$ cat src/rtl/icb_buffer.sv
`default_nettype none
// ============================================================================
// Module   : icb_buffer
// Brief    : ICB register/buffer stage. Command and response channels are
//            decoupled by synchronous FIFOs with registered outputs (no
//            fall-through). Command issue is throttled by a limit on
//            transactions sent downstream but not yet returned upstream.
//            Responses come back strictly in command order.
// Ports    : clk, rst (async, active-high)
//            s_icb_cmd_*  upstream command  (valid/ready/addr/read/wdata/wmask)
//            s_icb_rsp_*  upstream response (valid/ready/rdata/err)
//            m_icb_cmd_*  downstream command
//            m_icb_rsp_*  downstream response
//            stat_*       statistics outputs, present only with
//                         ICB_BUF_STATS_EN defined
// Options  : `define ICB_BUF_STATS_EN to add stat_cmd_cnt, stat_err_cnt and
//            stat_max_occ.
// Revision : 1.0 - initial release
// ============================================================================
module icb_buffer #(
    parameter int ADDR_W          = 32,
    parameter int DATA_W          = 64,
    parameter int CMD_DEPTH       = 4,
    parameter int RSP_DEPTH       = 4,
    parameter int MAX_OUTSTANDING = 4,
    localparam int C_MASK_W       = DATA_W / 8
) (
    input  logic                          clk,
    input  logic                          rst,
    input  logic                          s_icb_cmd_valid,
    output logic                          s_icb_cmd_ready,
    input  logic [ADDR_W-1:0]             s_icb_cmd_addr,
    input  logic                          s_icb_cmd_read,
    input  logic [DATA_W-1:0]             s_icb_cmd_wdata,
    input  logic [C_MASK_W-1:0]           s_icb_cmd_wmask,
    output logic                          s_icb_rsp_valid,
    input  logic                          s_icb_rsp_ready,
    output logic [DATA_W-1:0]             s_icb_rsp_rdata,
    output logic                          s_icb_rsp_err,
    output logic                          m_icb_cmd_valid,
    input  logic                          m_icb_cmd_ready,
    output logic [ADDR_W-1:0]             m_icb_cmd_addr,
    output logic                          m_icb_cmd_read,
    output logic [DATA_W-1:0]             m_icb_cmd_wdata,
    output logic [C_MASK_W-1:0]           m_icb_cmd_wmask,
    input  logic                          m_icb_rsp_valid,
    output logic                          m_icb_rsp_ready,
    input  logic [DATA_W-1:0]             m_icb_rsp_rdata,
    input  logic                          m_icb_rsp_err
`ifdef ICB_BUF_STATS_EN
    ,
    output logic [31:0]                   stat_cmd_cnt,
    output logic [31:0]                   stat_err_cnt,
    output logic [$clog2(CMD_DEPTH):0]    stat_max_occ
`endif
);

    localparam int C_CMD_AW = $clog2(CMD_DEPTH);
    localparam int C_RSP_AW = $clog2(RSP_DEPTH);
    localparam int C_OUT_W  = $clog2(MAX_OUTSTANDING) + 1;
    localparam int C_CMD_W  = ADDR_W + 1 + DATA_W + C_MASK_W;
    localparam int C_RSP_W  = DATA_W + 1;

    localparam logic [C_CMD_AW:0]  C_CMD_FULL = (C_CMD_AW + 1)'(CMD_DEPTH);
    localparam logic [C_RSP_AW:0]  C_RSP_FULL = (C_RSP_AW + 1)'(RSP_DEPTH);
    localparam logic [C_OUT_W-1:0] C_MAX_OUT  = C_OUT_W'(MAX_OUTSTANDING);

    // ------------------------------------------------------------------------
    // Handshake qualifiers
    // ------------------------------------------------------------------------
    logic w_cmd_push;   // upstream command accepted
    logic w_cmd_pop;    // downstream command accepted
    logic w_rsp_push;   // downstream response accepted
    logic w_rsp_pop;    // upstream response accepted
    logic w_issue_ok;   // outstanding limit not reached

    // ------------------------------------------------------------------------
    // Command FIFO
    // ------------------------------------------------------------------------
    logic [C_CMD_W-1:0]  r_cmd_mem [CMD_DEPTH];
    logic [C_CMD_AW-1:0] r_cmd_wptr;
    logic [C_CMD_AW-1:0] r_cmd_rptr;
    logic [C_CMD_AW:0]   r_cmd_cnt;

    // Ready is forced low during reset, since the count is already zero
    // there and would otherwise report space.
    assign s_icb_cmd_ready = !rst && (r_cmd_cnt != C_CMD_FULL);
    assign m_icb_cmd_valid = (r_cmd_cnt != '0) && w_issue_ok;
    assign w_cmd_push      = s_icb_cmd_valid && s_icb_cmd_ready;
    assign w_cmd_pop       = m_icb_cmd_valid && m_icb_cmd_ready;

    always_ff @(posedge clk or posedge rst) begin
        if (rst) begin
            for (int i = 0; i < CMD_DEPTH; i++) begin
                r_cmd_mem[i] <= '0;
            end
            r_cmd_wptr <= '0;
            r_cmd_rptr <= '0;
            r_cmd_cnt  <= '0;
        end else begin
            if (w_cmd_push) begin
                r_cmd_mem[r_cmd_wptr] <= {s_icb_cmd_addr, s_icb_cmd_read,
                                          s_icb_cmd_wdata, s_icb_cmd_wmask};
                r_cmd_wptr <= r_cmd_wptr + 1'b1;
            end
            if (w_cmd_pop) begin
                r_cmd_rptr <= r_cmd_rptr + 1'b1;
            end
            if (w_cmd_push && !w_cmd_pop) begin
                r_cmd_cnt <= r_cmd_cnt + 1'b1;
            end else if (!w_cmd_push && w_cmd_pop) begin
                r_cmd_cnt <= r_cmd_cnt - 1'b1;
            end
        end
    end

    // Storage is reset, so the head entry reads as zero after reset.
    assign {m_icb_cmd_addr, m_icb_cmd_read, m_icb_cmd_wdata, m_icb_cmd_wmask} =
        r_cmd_mem[r_cmd_rptr];

    // ------------------------------------------------------------------------
    // Outstanding counter: a transaction is counted from its downstream
    // command handshake until its upstream response handshake. It only
    // increments on an issue, so the gate cannot close under a valid that
    // is still waiting for ready.
    // ------------------------------------------------------------------------
    logic [C_OUT_W-1:0] r_outst;

    assign w_issue_ok = (r_outst < C_MAX_OUT);

    always_ff @(posedge clk or posedge rst) begin
        if (rst) begin
            r_outst <= '0;
        end else if (w_cmd_pop && !w_rsp_pop) begin
            r_outst <= r_outst + 1'b1;
        end else if (!w_cmd_pop && w_rsp_pop) begin
            r_outst <= r_outst - 1'b1;
        end
    end

    // ------------------------------------------------------------------------
    // Response FIFO
    // ------------------------------------------------------------------------
    logic [C_RSP_W-1:0]  r_rsp_mem [RSP_DEPTH];
    logic [C_RSP_AW-1:0] r_rsp_wptr;
    logic [C_RSP_AW-1:0] r_rsp_rptr;
    logic [C_RSP_AW:0]   r_rsp_cnt;

    assign m_icb_rsp_ready = !rst && (r_rsp_cnt != C_RSP_FULL);
    assign s_icb_rsp_valid = (r_rsp_cnt != '0);
    assign w_rsp_push      = m_icb_rsp_valid && m_icb_rsp_ready;
    assign w_rsp_pop       = s_icb_rsp_valid && s_icb_rsp_ready;

    always_ff @(posedge clk or posedge rst) begin
        if (rst) begin
            for (int i = 0; i < RSP_DEPTH; i++) begin
                r_rsp_mem[i] <= '0;
            end
            r_rsp_wptr <= '0;
            r_rsp_rptr <= '0;
            r_rsp_cnt  <= '0;
        end else begin
            if (w_rsp_push) begin
                r_rsp_mem[r_rsp_wptr] <= {m_icb_rsp_rdata, m_icb_rsp_err};
                r_rsp_wptr <= r_rsp_wptr + 1'b1;
            end
            if (w_rsp_pop) begin
                r_rsp_rptr <= r_rsp_rptr + 1'b1;
            end
            if (w_rsp_push && !w_rsp_pop) begin
                r_rsp_cnt <= r_rsp_cnt + 1'b1;
            end else if (!w_rsp_push && w_rsp_pop) begin
                r_rsp_cnt <= r_rsp_cnt - 1'b1;
            end
        end
    end

    assign {s_icb_rsp_rdata, s_icb_rsp_err} = r_rsp_mem[r_rsp_rptr];

    // ------------------------------------------------------------------------
    // Optional statistics
    // ------------------------------------------------------------------------
`ifdef ICB_BUF_STATS_EN
    logic [31:0]       r_stat_cmd;
    logic [31:0]       r_stat_err;
    logic [C_CMD_AW:0] r_stat_max;

    // Event counters saturate at all-ones instead of wrapping.
    always_ff @(posedge clk or posedge rst) begin
        if (rst) begin
            r_stat_cmd <= '0;
            r_stat_err <= '0;
            r_stat_max <= '0;
        end else begin
            if (w_cmd_push && (r_stat_cmd != '1)) begin
                r_stat_cmd <= r_stat_cmd + 32'd1;
            end
            if (w_rsp_pop && s_icb_rsp_err && (r_stat_err != '1)) begin
                r_stat_err <= r_stat_err + 32'd1;
            end
            if (r_cmd_cnt > r_stat_max) begin
                r_stat_max <= r_cmd_cnt;
            end
        end
    end

    assign stat_cmd_cnt = r_stat_cmd;
    assign stat_err_cnt = r_stat_err;
    assign stat_max_occ = r_stat_max;
`else
    // Statistics disabled: no counters or ports are built.
`endif

endmodule
`default_nettype wire

$ cat config.mk
export PLATFORM = sky130hd
export DESIGN_NAME = icb_buffer
export DESIGN_NICKNAME = d
export VERILOG_FILES = /design/src/rtl/icb_buffer.sv
export SDC_FILE = /design/constraint.sdc
export NUM_CORES = 1
export LEC_CHECK = 0
export CORE_MARGIN = 3
export CORE_UTILIZATION = 60
export CTS_CLUSTER_SIZE = 28
export DETAILED_ROUTE_END_ITERATION = 7
export PLACE_DENSITY = 0.85
export SLEW_MARGIN = 20
export SYNTH_ARGS = -nofsm -noshare
export SYNTH_HDL_FRONTEND = slang
export SYNTH_SLANG_ARGS = --single-unit
$ cat constraint.sdc
create_clock -name clk -period 38.7 [get_ports clk]
set_clock_uncertainty 0.15 [all_clocks]
set_input_delay 7.74 -clock clk [delete_from_list [all_inputs] [get_ports clk]]
set_output_delay 7.74 -clock clk [all_outputs]
set_load 0.02 [all_outputs]
After elaboration in Yosys (flattened, before gate mapping)
Cells that the tools add are included.
- flip-flop bits (word level): 697
- bits of input ports: 176
- output and inout bits: 174
- logic and storage cells: 81
- add/sub/neg operators: 10
- order comparisons: 7
- equal/unequal tests: 2
- muxes and demuxes: 18
- bitwise gates (word level): 4
- reductions and logical operators: 25
- operators with widths (operator ; count):
    bitwise mux 420 bit ; 1
    2-to-1 mux 105 bit ; 3
    bitwise mux 260 bit ; 1
    binary-select mux 105 bit (select 2 bit) ; 1
    demux 105 bit (select 2 bit) ; 1
    2-to-1 mux 65 bit ; 3
    binary-select mux 65 bit (select 2 bit) ; 1
    demux 65 bit (select 2 bit) ; 1
    2-to-1 mux 3 bit ; 6
    logical AND 1 bit ; 15
    greater-or-equal comparator 3 bit, second input constant ; 4
    NOT 2 -> 3 bit ; 4
    adder 3 x 1 -> 3 bit, second input constant ; 3
    subtractor 3 x 1 -> 3 bit, second input constant ; 3
    adder 2 x 1 -> 2 bit, second input constant ; 4
    < comparator 3 x 1 -> 1 bit, second input constant ; 2
    inequality test 3 bit, second input constant ; 2
    nonzero test 2 bit ; 3
    nonzero test 3 bit ; 2
    logical NOT 1 bit ; 5
    < comparator 3 bit, second input constant ; 1

Logic depth before layout (Yosys ltp)
Gate-level depths: netlist of the first run.
- depth after elaboration: 7
- gate-level depth with buffers: 9
- gate-level depth less buffers: 9

Worst setup path after synthesis of the first run
No wires, ideal clock.
- path kind: input to output
- start: in rst
- end: out m_icb_rsp_ready
- arrival: 8.213 ns
- required time: 30.810 ns
- setup slack: 22.597 ns
- stages on the path: 2
- buffers on the path: 1
- cell sequence: buf_2 > nor2_1
- cells in the longest elaborated chain, start to end: 2
- ends and longest elaborated chain (item ; RTL line ; RTL):
    start, declared ; 29 ; input logic rst,
    logical NOT 1 bit (no source line) ; - ;
    logical AND 1 bit ; 149 ; assign m_icb_rsp_ready = !rst && (r_rsp_cnt != C_RSP_FULL);
    end, declared ; 47 ; output logic m_icb_rsp_ready,
Every way passes these cells.

Worst setup path in the final report of the first run
- start: in rst
- end: out s_icb_cmd_ready
- cells in the longest elaborated chain, start to end: 2
- ends and longest elaborated chain (item ; RTL line ; RTL):
    logical NOT 1 bit (no source line) ; - ;
    logical AND 1 bit ; 87 ; assign s_icb_cmd_ready = !rst && (r_cmd_cnt != C_CMD_FULL);
    end, declared ; 31 ; output logic s_icb_cmd_ready,
Every way passes these cells.

==> results.md, run 1 <==
* # nets final at 2,256
* Part of the power in the clock network at 0.193
* Ports at 350
* Antenna violations before repair at 14
* Gpl congestion at 0.758
* Die Y at 231 um
* Setup CP Type: in -> out
* Syn Nets at 1,921
* Row cnt at 81
* Total grt overflow at 0
* Post-CTS setup buffers at 0
* Routed length on met1 at 26,800 um
* Synth top cells by count: dfrtp_1, mux2_2, mux4_2
* Sw Pwr at 1.17 mW
* Fill cell count at 3,009
* Critical Path RT at 30.81 ns
* Sink Count at 697
* Via density per instance at 5.94
* Uppermost layer routed: met5
* Mean Syn Cell Area at 17.5 sq um
* Reg area at 17,500 sq um
* Skew-Pair Late Insertion Delay at 0.59 ns
* Share of cells above drive strength 1 at 0.475
* Starting Density at 0.614
* Routed wl met3 at 4380 um
* Num CTS Buffers at 71
* Switch share at 0.326
* Number of port buffers at 349
* Final Cycle Share at 0.441
* Max cap viols at 0
* Area leader, netlist: dfrtp_1
* R2R Path Start: r_cmd_cnt[2]
* Final hold viol count at 0
* Ys flop type: dfrtp_1
* Synth warn at 0
* VDD IR max at 0.0000677 V
* Seq pwr share at 0.365
* P&R area growth vs syn at 20.5%
* H-tree levels at 3
* Die area at 53,400 sq um
* DRC at 0
* CTS tree: built
* Routed len/inst at 23.8 um
* Max-slew headroom at 0.305
* Crit start category: primary input
* Maximum clock insertion buffer count at 3
* CTS Hold Bufs at 0
* Combinational power share at 0.443
* Async SR Flop Fraction at 1.00
* Post-route setup TNS at 0 ns
* Synth top area cells: dfrtp_1, mux2_2, mux4_2
* Post-layout util at 0.740
* Post-DP HPWL at 41,500 um
* Core area at 49,500 sq um
* Most common cell in the netlist: dfrtp_1
* CP Launch Point: rst
* Global-route usage over all layers at 0.255
* Worst Hold Class: reg -> reg
* Crit. End Element: primary output
* Critical Path AT at 9.19 ns
* Seq/Total Area, Yosys at 0.574
* Period minus WS final at 17.08 ns
* Internal Power at 2.43 mW
* Leak at 15.1 nW
* Max Slew Vio Count at 0
* Number of synthesized flops with an enable pin at 0
* Via count at 16,589
* Final setup fails at 0
* Yosys top cell area share at 0.574
* Largest net degree at the start of global routing at 205
* Drt total wl at 66,500 um
* Worst-path maximum fanout at 13
* Routed length on met2 at 33,100 um
* Status: finished, final reports clean
* CTS root buf: clkbuf_16
* Routed Antenna Nets at 0
* Library cells used by synthesis at 23
* Min-delay src: r_rsp_cnt[2]
* Mapped Cells at 1,731
* Area of the multi-input gates at 12,100 sq um
* First-pass iteration count of the detailed router at 4
* Vias in the first global route at 18,560
* First-pass GRT wire length at 105,000 um
* Slew @ Worst Pin at 1.04 ns
* Iteration-0 DRC Markers at 923
* Unrepaired setup endpoints after global routing: no
* DIE WIDTH at 231 um
* Final Power at 3.60 mW
* Clk pin slew, worst setup/hold paths at 0.06 ns
* Post-CTS Resized at 0
* Seq cells post-synth at 697
* Fmax at 58.6 MHz
* Power Density at 98.4 nW/um^2
* Post-Syn Area at 30,400 sq um
-- placed cells by master (no fill, tap or decap), types with 2 or more instances in the layout --
cell type,synthesis,final
clkbuf_16,0,75
mux2_2,685,685
buf_4,1,20
buf_12,0,2
nor3_1,2,2
clkbuf_1,13,14
dfrtp_1,697,693
mux4_2,170,170
inv_6,0,3
clkbuf_8,0,18
bufinv_16,0,4
and4bb_4,0,4
ha_1,11,11
inv_1,9,8
fa_1,3,3
diode_2,0,8
clkinvlp_4,0,2
nor3_4,0,4
clkinv_2,0,10
xnor2_1,7,7
dfrtp_4,0,3
buf_16,0,2
nand2_1,6,6
nor3b_1,3,3
nor2_1,6,6
clkdlybuf4s50_1,0,349
xor2_1,8,8
-- kinds of logic (layout without fill, tap and decap cells) --
kind of cell / after synthesis / count (layout) / share of synthesized area
AND/OR/NAND/NOR: 29 / 29 / 0.00692
buffers and inverters: 121 / 510 / 0.0281
adder cells (fa/ha/maj): 14 / 14 / 0.00651
flip-flops: 697 / 697 / 0.574
XOR/XNOR: 15 / 15 / 0.00433
multiplexers: 855 / 855 / 0.380
other: 0 / 8 / 0
-- power by group through the flow --
stage	clock (mW)	sequential, mW	combinational, mW
floorplan	0	1.23	1.09
global placement	0	1.28	1.57
detailed placement	0	1.32	1.60
CTS	0.708	1.31	1.61
global route	0.737	1.36	1.69
finish	0.694	1.31	1.59
-- sequential cells by signal, summed over array words and instances (netlist names) --
| register | count |
|---|---|
| r_rsp_mem | 260 |
| r_cmd_rptr | 2 |
| r_rsp_wptr | 2 |
| r_outst | 3 |
| r_rsp_rptr | 2 |
| r_cmd_cnt | 3 |
| r_cmd_wptr | 2 |
| r_cmd_mem | 420 |
| r_rsp_cnt | 3 |
-- through the flow --
stage                     instances  instance area [sq um]  setup slack, ns  hold slack, ns
after global routing           2789                  36600            21.59           0.358
after CTS                      2782                  36500            21.62           0.339
after floorplan                1731                  30400            11.03           0.295
after global placement         2655                  34100            21.55           0.314
after detailed placement       2655                  34100            21.62           0.331
final                          2792                  36600            21.62           0.333
-- per-layer routing --
layer	vias up	GRT usage
li1	7149	-
met1	8934	0.328
met2	360	0.419
met3	132	0.0748
met4	14	0.0881
met5	-	0
-- area by class of cell --
cell class / count / share of cell area
Tap cell: 664 / 0.0227
Inverter: 9 / 0.00113
Clock inverter: 20 / 0.00601
Clock buffer: 107 / 0.0595
Antenna cell: 8 / 0.000547
Timing Repair Buffer: 374 / 0.102
Sequential cell: 697 / 0.477
Multi-Input combinational cell: 913 / 0.331
-- path summary, 6_finish.rpt --
path	to	slack (ns)	depth (start not counted)
max	s_icb_cmd_ready	21.62	4
max in group asynchronous	r_cmd_rptr[1]	29.09	5
min	r_rsp_cnt[2]	0.33	1
min in group asynchronous	r_rsp_mem[46]	7.72	3
min reg2reg	r_rsp_cnt[2]	0.33	1
max reg2reg	r_cmd_mem[58]	35.57	5
-- critical path, cell delays in order --
cell and delay (ns):
clkdlybuf4s50_1 0.39, buf_4 0.21, nor2_1 0.14, clkdlybuf4s50_1 0.69
(Power assumes the default switching activity.)
==> run 2: changes to the inputs <==
- CORE_UTILIZATION: 60 -> 51
- PLACE_DENSITY: 0.85 -> 0.77
- clock period: 38.7 -> 13.9 ns (I/O delays scaled with it)
==> run 2 against run 1 <==
  * Combinational power increased to 2.8 times the previous value
  * Worst hold slack better by 0.016 ns
  * Critical path type unchanged
  * Wire length decreased by 0.53%
  * Critical path depth fell by 1
  * Via count about the same
  * Non-clock buffer count down 1
  * Power rose to 2.8 times the previous value
==> results.md, run 2 (synthesis results as in run 1) <==
* Worst Hold Class: reg -> reg
* Fill cell count at 4,116 (+37%)
* Routed length on met2 at 33,000 um (-0.22%)
* Dpl cell area at 34,300 sq um (+0.37%)
* Crit-path cells: clkdlybuf4s50_1 -> nor2_1 -> clkdlybuf4s50_1
* Critical Path RT at 10.97 ns (-19.84 ns)
* Sink Count at 697 (unchanged)
* CP Launch Point: rst
* Max cap viols at 0 (unchanged)
* Period minus WS final at 7.64 ns
* Final Cycle Share at 0.550
* CP max stage delay at 0.84 ns (+0.15 ns)
* Slew @ Worst Pin at 1.07 ns (+0.0278 ns)
* Routed Antenna Nets at 0 (unchanged)
* Most common cell after layout, fill and taps aside: dfrtp_1
* CTS Hold Bufs at 0 (unchanged)
* Skew-Pair Late Insertion Delay at 0.61 ns (+0.02 ns)
* Worst R2R Path Depth at 7 (+2)
* Power Density at 272 nW/um^2 (+180%)
* Critical Path Most Common Cell: clkdlybuf4s50_1
* Worst R2R End: r_cmd_mem[151]
* R2R Path Start: r_cmd_wptr[0]
* Num CTS Buffers at 74 (+4.2%)
* Die area at 62,500 sq um (+17%)
* Share of cells above drive strength 1 at 0.476 (about the same)
* Global-route usage over all layers at 0.213 (-0.0416)
* Max-slew headroom at 0.287 (-0.0185)
* Starting Density at 0.521 (-0.0937)
* Crit start category: primary input
* Maximum clock insertion buffer count at 3 (unchanged)
* Routed len/inst at 22.8 um (-4.2%)
* Die Y at 250 um (+8.2%)
* P&R area growth vs syn at 21.1%
* CTS root buf: clkbuf_16
* Crit. End Element: primary output
* Fmax at 131 MHz
* Setup CP Type: in -> out
* Max Slew Vio Count at 0 (unchanged)
* Uppermost layer routed: met5
* Unrepaired setup endpoints after global routing: no
* Area of the multi-input gates at 12,100 sq um (unchanged)
* Final hold viol count at 0 (unchanged)
* Routed wl met3 at 4250 um (-3.1%)
* Number of port buffers at 349 (unchanged)
* Via density per instance at 5.72 (-3.7%)
* Biggest register: r_cmd_mem
* Flop2flop setup slack at 10.79 ns (-24.78 ns)
* VDD IR max at 0.000202 V (+200%)
* DIE WIDTH at 250 um (+8.2%)
* Routed length on met1 at 27,300 um (+2.0%)
* First-pass iteration count of the detailed router at 4 (unchanged)
* Antenna violations before repair at 17 (+3)
* Core area at 58,400 sq um (+18%)
* Cell at the slowest stage of the critical path: clkdlybuf4s50_1
* Crit path to: s_icb_cmd_ready
* Post-route insts no fill at 2,900 (+3.9%)
* CP Buf/Inv Count at 2 (-1)
* # nets final at 2,258 (+0.089%)
* DRC at 0 (unchanged)
* Placed Instances at 2,755 (+3.8%)
* Vias in the first global route at 18,313 (-1.3%)
* Drt total wl at 66,100 um (-0.53%)
* Post-CTS Resized at 0 (unchanged)
* Final Power at 10.0 mW (+180%)
* Reg area at 17,500 sq um (unchanged)
* Critical Path AT at 4.71 ns (-4.48 ns)
* Post-CTS setup buffers at 0 (unchanged)
* Via count at 16,591 (+0.012%)
* Commonest cells after routing, fill and taps aside: dfrtp_1, mux2_2, clkdlybuf4s50_1
* Total grt overflow at 0 (unchanged)
* Iteration-0 DRC Markers at 846 (-8.3%)
* Final setup fails at 0 (unchanged)
* Clk pin slew, worst setup/hold paths at 0.06 ns (about the same)
* Leak at 15.1 nW (about the same)
* First-pass GRT wire length at 105,000 um (-0.62%)
* Worst-path maximum fanout at 13 (unchanged)
* Status: finished, final reports clean
* CTS tree: built
* Largest regs: r_cmd_mem x420, r_rsp_mem x260
* Post-route setup TNS at 0 ns (unchanged)
* Post-DP HPWL at 40,500 um (-2.4%)
* Top delay family on crit path: buffers and inverters
* CP Depth at 3 (-1)
* Ports at 350 (unchanged)
* Largest net degree at the start of global routing at 199 (-2.9%)
* Max FFs per register at 420 (unchanged)
* Gpl congestion at 0.749 (-1.1%)
* Design area at 36,800 sq um (+0.49%)
* H-tree levels at 3 (unchanged)
* Row cnt at 88 (+8.6%)
run 2: changes by cell type in the layout (fill, tap and decap cells not counted), sizes merged:
cell and change:
diode +6, clkbuf -2, clkinv +2, buf -1, bufinv +1, clkinvlp +1
run 2: per-stage QoR:
stage,hold slack (ns),util,worst slack [ns]
after floorplan,0.295,-,1.22
after global placement,0.315,0.587,6.22
after detailed placement,0.338,0.587,6.20
after CTS,0.353,0.629,6.20
after global routing,0.359,0.630,6.20
final,0.349,0.631,6.26
run 2: layer usage:
layer,vias to the layer above,GRT usage
met5,-,0
met4,8,0.0649
met3,113,0.0616
met2,373,0.355
met1,8948,0.273
li1,7149,-
run 2: worst min-delay path by stage:
stage                                end      startpoint  slack [ns]  cells after the start
final                       r_rsp_cnt[2]    r_rsp_cnt[2]        0.35                      1
after global routing       r_rsp_mem[82]   r_rsp_mem[82]        0.36                      1
after CTS                 r_rsp_mem[119]  r_rsp_mem[119]        0.35                      1
after detailed placement    r_cmd_cnt[2]    r_cmd_cnt[2]        0.34                      1
after global placement      r_rsp_cnt[2]    r_rsp_cnt[2]        0.31                      1
after floorplan             r_rsp_cnt[2]    r_rsp_cnt[2]        0.30                      1
run 2: layout make-up:
| class | count | area share |
|---|---|---|
| well taps | 765 | 0.0260 |
| flip-flops and latches | 697 | 0.474 |
| clock buffers | 105 | 0.0584 |
| clock inverters | 24 | 0.00803 |
| inverters | 9 | 0.00102 |
| diodes | 14 | 0.000952 |
| repair buffers | 373 | 0.102 |
| multi-input cells | 913 | 0.329 |
run 2: where the power goes:
group          switching (mW)  leakage (nW)  internal [mW]  total, mW
logic                    1.85          5.48           2.54       4.39
registers               0.615          8.38           3.06       3.67
clock network           0.791          1.20           1.17       1.96
total                    3.25          15.1           6.77       10.0
